$ cat src/rtl/exponent_pkg.sv
// ============================================================================
// exponent_pkg : shared state encoding and default widths for exponent_sqm
// Rev 1.0
// ============================================================================
`default_nettype none

package exponent_pkg;

  typedef enum logic [0:0] {
    ST_IDLE = 1'b0,
    ST_CALC = 1'b1
  } state_t;

  localparam int C_BASE_W = 8;
  localparam int C_EXP_W  = 8;
  localparam int C_RES_W  = 32;

  // Value o_P and the running product take out of reset (X^0)
  localparam int C_P_RST  = 1;

endpackage

`default_nettype wire

$ cat src/rtl/exponent_mul_ovf.sv
// ============================================================================
// exponent_mul_ovf : RES_W x RES_W multiply, low half plus upper-half-nonzero flag
// Rev 1.0
// ============================================================================
`default_nettype none

module exponent_mul_ovf #(
  parameter int RES_W = 32
) (
  input  logic [RES_W-1:0] i_a,
  input  logic [RES_W-1:0] i_b,
  output logic [RES_W-1:0] o_lo,
  output logic             o_ovf
);

  logic [2*RES_W-1:0] w_prod;

  assign w_prod = {{RES_W{1'b0}}, i_a} * {{RES_W{1'b0}}, i_b};
  assign o_lo   = w_prod[RES_W-1:0];
  assign o_ovf  = |w_prod[2*RES_W-1:RES_W];

endmodule

`default_nettype wire

$ cat src/rtl/exponent_sqm.sv
// ============================================================================
// exponent_sqm : P = X^A by right-to-left square-and-multiply, start/done handshake
// Optional macro EXPONENT_SAT_EN saturates o_P to all ones on overflow. Rev 1.0
// ============================================================================
`default_nettype none

module exponent_sqm
  import exponent_pkg::*;
#(
  parameter int BASE_W = C_BASE_W,
  parameter int EXP_W  = C_EXP_W,
  parameter int RES_W  = C_RES_W
) (
  input  logic              i_clk,
  input  logic              i_rst_n,
  input  logic              i_start,
  input  logic [BASE_W-1:0] i_X,
  input  logic [EXP_W-1:0]  i_A,
  output logic              o_busy,
  output logic              o_done,
  output logic [RES_W-1:0]  o_P,
  output logic              o_ovf
);

  state_t             r_state;
  state_t             w_state_nxt;
  logic [RES_W-1:0]   r_result;
  logic [RES_W-1:0]   r_base;
  logic [EXP_W-1:0]   r_exp;
  logic               r_res_ovf;
  logic               r_base_ovf;
  logic [RES_W-1:0]   w_mul_lo;
  logic               w_mul_ovf;
  logic [RES_W-1:0]   w_sq_lo;
  logic               w_sq_ovf;

  exponent_mul_ovf #(.RES_W(RES_W)) u_mul (
    .i_a   (r_result),
    .i_b   (r_base),
    .o_lo  (w_mul_lo),
    .o_ovf (w_mul_ovf)
  );

  exponent_mul_ovf #(.RES_W(RES_W)) u_sq (
    .i_a   (r_base),
    .i_b   (r_base),
    .o_lo  (w_sq_lo),
    .o_ovf (w_sq_ovf)
  );

  always_comb begin
    w_state_nxt = r_state;
    case (r_state)
      ST_IDLE: if (i_start)       w_state_nxt = ST_CALC;
      ST_CALC: if (r_exp == '0)   w_state_nxt = ST_IDLE;
      default:                    w_state_nxt = ST_IDLE;
    endcase
  end

  always_ff @(posedge i_clk or negedge i_rst_n) begin
    if (!i_rst_n) r_state <= ST_IDLE;
    else          r_state <= w_state_nxt;
  end

  assign o_busy = (r_state == ST_CALC);

  always_ff @(posedge i_clk or negedge i_rst_n) begin
    if (!i_rst_n) begin
      r_result   <= RES_W'(C_P_RST);
      r_base     <= '0;
      r_exp      <= '0;
      r_res_ovf  <= 1'b0;
      r_base_ovf <= 1'b0;
      o_done     <= 1'b0;
      o_P        <= RES_W'(C_P_RST);
      o_ovf      <= 1'b0;
    end else begin
      o_done <= 1'b0;
      case (r_state)
        ST_IDLE: begin
          if (i_start) begin
            r_result   <= RES_W'(C_P_RST);
            r_base     <= RES_W'(i_X);
            r_exp      <= i_A;
            r_res_ovf  <= 1'b0;
            r_base_ovf <= 1'b0;
          end
        end
        ST_CALC: begin
          if (r_exp != '0) begin
            // An overflowed base only matters once it is folded into the result
            if (r_exp[0]) begin
              r_result  <= w_mul_lo;
              r_res_ovf <= r_res_ovf | w_mul_ovf | r_base_ovf;
            end
            r_base     <= w_sq_lo;
            r_base_ovf <= r_base_ovf | w_sq_ovf;
            r_exp      <= r_exp >> 1;
          end else begin
`ifdef EXPONENT_SAT_EN
            o_P    <= r_res_ovf ? '1 : r_result;
`else
            o_P    <= r_result;
`endif
            o_ovf  <= r_res_ovf;
            o_done <= 1'b1;
          end
        end
        default: ;
      endcase
    end
  end

endmodule

`default_nettype wire
$ cat config.mk
export PLATFORM = sky130hd
export DESIGN_NAME = exponent_sqm
export DESIGN_NICKNAME = d
export VERILOG_FILES = /design/src/rtl/exponent_pkg.sv /design/src/rtl/exponent_mul_ovf.sv /design/src/rtl/exponent_sqm.sv
export SDC_FILE = /design/constraint.sdc
export NUM_CORES = 2
export LEC_CHECK = 0
export CORE_MARGIN = 4
export CORE_UTILIZATION = 25
export CTS_BUF_LIST = sky130_fd_sc_hd__clkbuf_4 sky130_fd_sc_hd__clkbuf_8
export DETAILED_ROUTE_END_ITERATION = 6
export PLACE_DENSITY = 0.39
export SETUP_SLACK_MARGIN = 0.3
export SLEW_MARGIN = 10
export SYNTH_ARGS = -nofsm -noshare
export SYNTH_HDL_FRONTEND = slang
export SYNTH_SLANG_ARGS = --single-unit
$ cat constraint.sdc
create_clock -name i_clk -period 7.64 [get_ports i_clk]
set_input_delay 1.528 -clock i_clk [delete_from_list [all_inputs] [get_ports i_clk]]
set_output_delay 1.528 -clock i_clk [all_outputs]
set_load 0.02 [all_outputs]
Word level (Yosys, flattened, before mapping)

Index checks and enable logic that the tools add are counted.

Bitwise logic cells: 5
Reductions and logical operators: 7
Equality and inequality tests: 3
Muxes and demuxes: 21
Multipliers: 2

Operator list:

| kind                                                                    | number |
|---|---|
| 32-bit 2-to-1 mux                                                       | 5 |
| 32-bit by 32-bit multiplier with 64-bit output                          | 2 |
| 32-bit one-hot mux with 2 select lines                                  | 2 |
| 32-bit OR reduction                                                     | 2 |
| 8-bit 2-to-1 mux                                                        | 2 |
| 8-bit one-hot mux with 2 select lines                                   | 1 |
| 8-bit logical NOT                                                       | 1 |
| 1-bit 2-to-1 mux                                                        | 8 |
| 8-bit nonzero test                                                      | 1 |
| 1-bit one-hot mux with 2 select lines                                   | 3 |
| 2-bit by 1-bit inequality test with 1-bit output, second input constant | 2 |
| 2-bit AND reduction                                                     | 2 |
| 1-bit OR                                                                | 3 |
| 3-bit AND reduction                                                     | 1 |
| 2-bit inequality test, second input constant                            | 1 |
| 1-bit NOT                                                               | 2 |

Output and inout port bits: 35
Logic and storage cells: 47
Flip-flop bits (word level): 109
Input bits: 19

Depth between registers and ports, before layout

Depth after elaboration: 7
Mapped depth: 33
Mapped depth without buffers: 30

By module

A second synthesis with hierarchy kept.

Cells, all modules: 7686
Area total of the unflattened synthesis: 71168.3 µm²

Modules (own cells, without submodules):

| module                   | instances | cells each | sequential area each (µm²) | area each (µm²) |
|---|---|---|---|---|
| exponent_mul_ovf (u_sq)  | 1         | 3687       | 0.0                        | 33388.3 |
| exponent_mul_ovf (u_mul) | 1         | 3662       | 0.0                        | 33344.5 |
| exponent_sqm             | 1         | 337        | 2730.1                     | 4435.5 |

Worst setup path before layout

No wires, ideal clock.

Kind: reg2reg
Start: register r_base[13]
End: register r_base_ovf
Data required time: 7.504 ns
Arrival: 8.030 ns
Cell stages (with the launch flop): 30
Path buffers: 4
Setup time: 0.136 ns
Path slack: -0.526 ns
Clock period less this slack: 8.166 ns
Cell sequence: dfrtp_1 > clkbuf_1 > clkbuf_1 > clkbuf_1 > nand2_1 > fa_1 > inv_1 > fa_1 > fa_1 > inv_1 > fa_1 > inv_1 > fa_1 > inv_1 > fa_1 > inv_1 > fa_1 > fa_1 > ha_1 > clkbuf_1 > and3_1 > nand3_1 > o211a_1 > o31ai_1 > xnor2_1 > o2111ai_1 > or3_1 > or4_1 > nor4_1 > a31oi_1

Word-level cells in the longest chain between the ends: 5

Ends and longest elaborated chain:

| item                                           | line                   | RTL |
|---|---|---|
| from (decl)                                    | exponent_sqm.sv:28     | `logic [RES_W-1:0] r_base;` |
| from (signal assigned)                         | exponent_sqm.sv:83     | `r_base <= RES_W'(i_X);` |
| from (signal assigned)                         | exponent_sqm.sv:96     | `r_base <= w_sq_lo;` |
| 32-bit by 32-bit multiplier with 64-bit output | exponent_mul_ovf.sv:18 | `assign w_prod = {{RES_W{1'b0}}, i_a} * {{RES_W{1'b0}}, i_b};` |
| 32-bit OR reduction                            | exponent_mul_ovf.sv:20 | `assign o_ovf = \|w_prod[2*RES_W-1:RES_W];` |
| 1-bit OR                                       | exponent_sqm.sv:97     | `r_base_ovf <= r_base_ovf \| w_sq_ovf;` |
| 1-bit 2-to-1 mux                               | exponent_sqm.sv:90     | `if (r_exp != '0) begin` |
| 1-bit one-hot mux with 2 select lines          | exponent_sqm.sv:79     | `case (r_state)` |
| to (signal assigned)                           | exponent_sqm.sv:97     |  |
| to (decl)                                      | exponent_sqm.sv:31     | `logic r_base_ovf;` |

Every way passes these cells. The select of a mux whose other input is x is not followed.
A chain may end at the register's enable or synchronous reset.

Final worst setup path

Start: register r_base[6]
End: register r_res_ovf

Word-level cells in the longest chain between the ends: 7

Ends and longest elaborated chain:

| item                                           | line                   | RTL |
|---|---|---|
| 32-bit by 32-bit multiplier with 64-bit output | exponent_mul_ovf.sv:18 |  |
| 32-bit OR reduction                            | exponent_mul_ovf.sv:20 |  |
| 1-bit OR (2 in a row)                          | exponent_sqm.sv:94     | `r_res_ovf <= r_res_ovf \| w_mul_ovf \| r_base_ovf;` |
| 1-bit 2-to-1 mux                               | exponent_sqm.sv:92     | `if (r_exp[0]) begin` |
| 1-bit 2-to-1 mux                               | exponent_sqm.sv:90     |  |
| 1-bit one-hot mux with 2 select lines          | exponent_sqm.sv:79     |  |
| to (signal assigned)                           | exponent_sqm.sv:94     |  |
| to (decl)                                      | exponent_sqm.sv:30     | `logic r_res_ovf;` |

Every way passes these cells. The select of a mux whose other input is x is not followed.

==> impl_metrics.toml <==
[logic_synthesis]
synth_top_family_by_area = "adder cells"
yosys.area_share.adder_pct = 61.5
syn_area_um2 = 66500
syn_area_per_cell_um2 = 9.30
ys.flop_type = "dfrtp_1"
synthArstFlopShare_pct = 100
postSynthCellCount = 7153
synth-seq-cells = 109
synth_fp_nets = 9414
yosysWarnings = 0
synth.distinct_cells = 92
synthMuxAreaShare_pct = 0.337
ys_seq_area_share_pct = 4.11
synth_edf_count = 0
synth-simple-area-share_pct = 15.7
synth-compound-area-share_pct = 5.45
synth_xor_area_share_pct = 1.42

[placed_design]
place_ws_ps = -1020
gp_congestion = 0.851
dp_cells = 11400
post-dp-hpwl_um = 187000
placement.io_buffers = 53

[cells_and_area]
mostFrequentLayoutCells = "fa_1 (1699), inv_1 (1620), nand2_1 (954)"
drive_gt1_share_pct = 16.0
final_common_cell = "fa_1"
multiInputGateArea_um2 = 57000
area_growth_syn_to_layout_pct = 20.5
seq_area_um2 = 2790
layout.cells.non_filler = 11400
layout.nets = 10100
nFillCells = 28200

[setup_path]
cp-start-kind = "register"
startpoint = "r_base[6]"
worst_ep_arrival_time_ps = 8660
worst_setup_path_end_kind = "register"
path_class = "register to register"
r2r_start = "r_base[6]"
cp.required_ps = 8070
cp_max_fo = 23

[detailed_routing]
first_iter_violations = 2371
drt_wl_total_um = 214000
wl_met3_um = 4620
drt-pass1-iter-count = 7
via_per_inst = 4.30
vias = 49100
highest_layer = "met4"
drcViolationCount = 1
met1Wirelength_um = 96200
wire_per_inst_um = 18.7
antenna_left = 0
wl_met2_um = 110000

[clocking]
cts_max_level = 3
cts_root_buf = "clkbuf_8"
clock_latency_ps = 550
cts_tree = "done"
cts.sinks = 109
numCtsBuffers = 9
clockBufferDepth = 2
clk_pin_slew_worst_paths_ps = 140

[status]
violations = "DRC, setup timing"
outcome = "complete, but fails checks"

[floorplanning]
core_region_area_um2 = 265000
dieArea_um2 = 274000
die_h_um = 524
fp-row-count = 189
ios = 54
die_w_um = 524
initial_core_util_pct = 25.1

[sta]
tightest_slew_ps = 1110
period_minus_slack_ps = 8230
slew_violations = 0
fmaxAchievable_mhz = 122
period_share_pct = 108
finalSetupViolCount = 2
hold_viol = 0
layout_setup_ws_ps = -585
slew_headroom_pct = 26.2
skew_ps = 32.7
rsz0062_at_grt = "yes"

[worst_hold_path]
min_from = "o_P[0]"
hold_class = "register to register"

[grt]
grt_pass1_wl_um = 342000
overflow = 0
grtUsageTotal_pct = 16.2
grt_pass1_vias = 56700
antenna_found_initial = 7
grt_start_max_net_pins = 65

[job]
cap_violations = 0
per-stage QoR:
stage | setup TNS [ps] | utilization [%] | hold WS (ps) | area, µm²
after floorplan | -70.9 | - | 471 | 67000
after global placement | -1900 | 29.8 | 452 | 79000
after detailed placement | -1810 | 29.8 | 451 | 79000
after CTS | -1050 | 30.1 | 472 | 79800
after global routing | -1600 | 30.2 | 520 | 80100
final | -1140 | 30.2 | 466 | 80100
cell type report:
type / count / area share (%)
multi-input combinational: 5034 / 71.1
timing repair buffer: 1078 / 12.0
inverter: 1623 / 7.61
tap: 3533 / 5.52
sequential: 109 / 3.48
clock buffer: 9 / 0.155
clock inverter: 7 / 0.0844
antenna: 4 / 0.0125
cells in the mapped netlist, types with 18 or more instances:
cell type,n,area [µm²]
o21ai_0,134,671
fa_1,1714,34300
xor2_1,44,385
buf_2,24,120
dfrtp_1,107,2680
nor2_1,114,428
a21o_1,46,345
nand4_1,49,307
a21oi_1,160,801
a22o_1,22,193
nor3_1,30,150
nand2_1,961,3610
ha_1,528,6610
xnor2_1,61,534
o21ai_1,24,120
o21bai_1,23,173
and2_1,830,5190
nand3_1,32,160
a31oi_1,18,113
mux2i_1,19,190
inv_1,1622,6090
clkbuf_1,354,1330
per-layer routing:
metal	GRT usage [%]	vias to the layer above
met5	0	-
met3	0.923	106
met1	21.8	25800
met2	29.1	593
met4	2.39	0
li1	-	22500
state kept, by name, indices dropped and copies added (netlist names):
name / flops
r_base_ovf: 1
o_busy: 1
r_result: 32
o_ovf: 1
o_P: 32
r_base: 32
r_res_ovf: 1
o_done: 1
r_exp: 8
critical path, cell delays in order, from the launching register on:
cell and delay [ps]:
dfrtp_2 480, buf_12 170, buf_4 190, buf_12 140, and2_1 140, fa_1 500
inv_1 50, fa_1 470, fa_1 540, fa_1 460, fa_1 500, fa_1 570
fa_1 460, fa_1 500, inv_1 40, ha_1 310, buf_4 170, nand2_2 110
o21ai_1 150, or2_2 360, or4_4 440, nand2_4 150, o21ba_2 190, o21ai_0 110
mux2i_1 270, nand4_1 160, o41a_1 440
repair_timing:
item / 4_1_cts / 5_1_grt
hold buffers: 0 / 0
buffers inserted: 20 / 7
endpoints found under the setup margin: 5 / 11
gates resized for setup: 90 / 58
pin swaps: 18 / 29
final timing paths:
| check | end | slack, ps | depth (start not counted) |
|---|---|---|---|
| max in group asynchronous | r_result[18] | 5410 | 2 |
| worst min register to register | o_P[0] | 470 | 2 |
| worst min-delay path | o_P[0] | 470 | 2 |
| worst max register to register | r_res_ovf | -590 | 26 |
| worst max-delay path | r_res_ovf | -590 | 26 |
| min in group asynchronous | r_result[9] | 1030 | 1 |
logic make-up (layout without fill, tap and decap cells):
kind of cell	Yosys count	in the layout
adder cells (fa/ha/maj)	2242	2242
AND/OR/NAND/NOR	2106	2106
buffers and inverters	2010	2717
AO/OA/AOI/OAI	558	558
flip-flops	109	109
XOR/XNOR	106	106
multiplexers	22	22
other	0	4
Power is not shown: default switching activity piles up to over one toggle a cycle in this logic, so the estimate is an artifact.
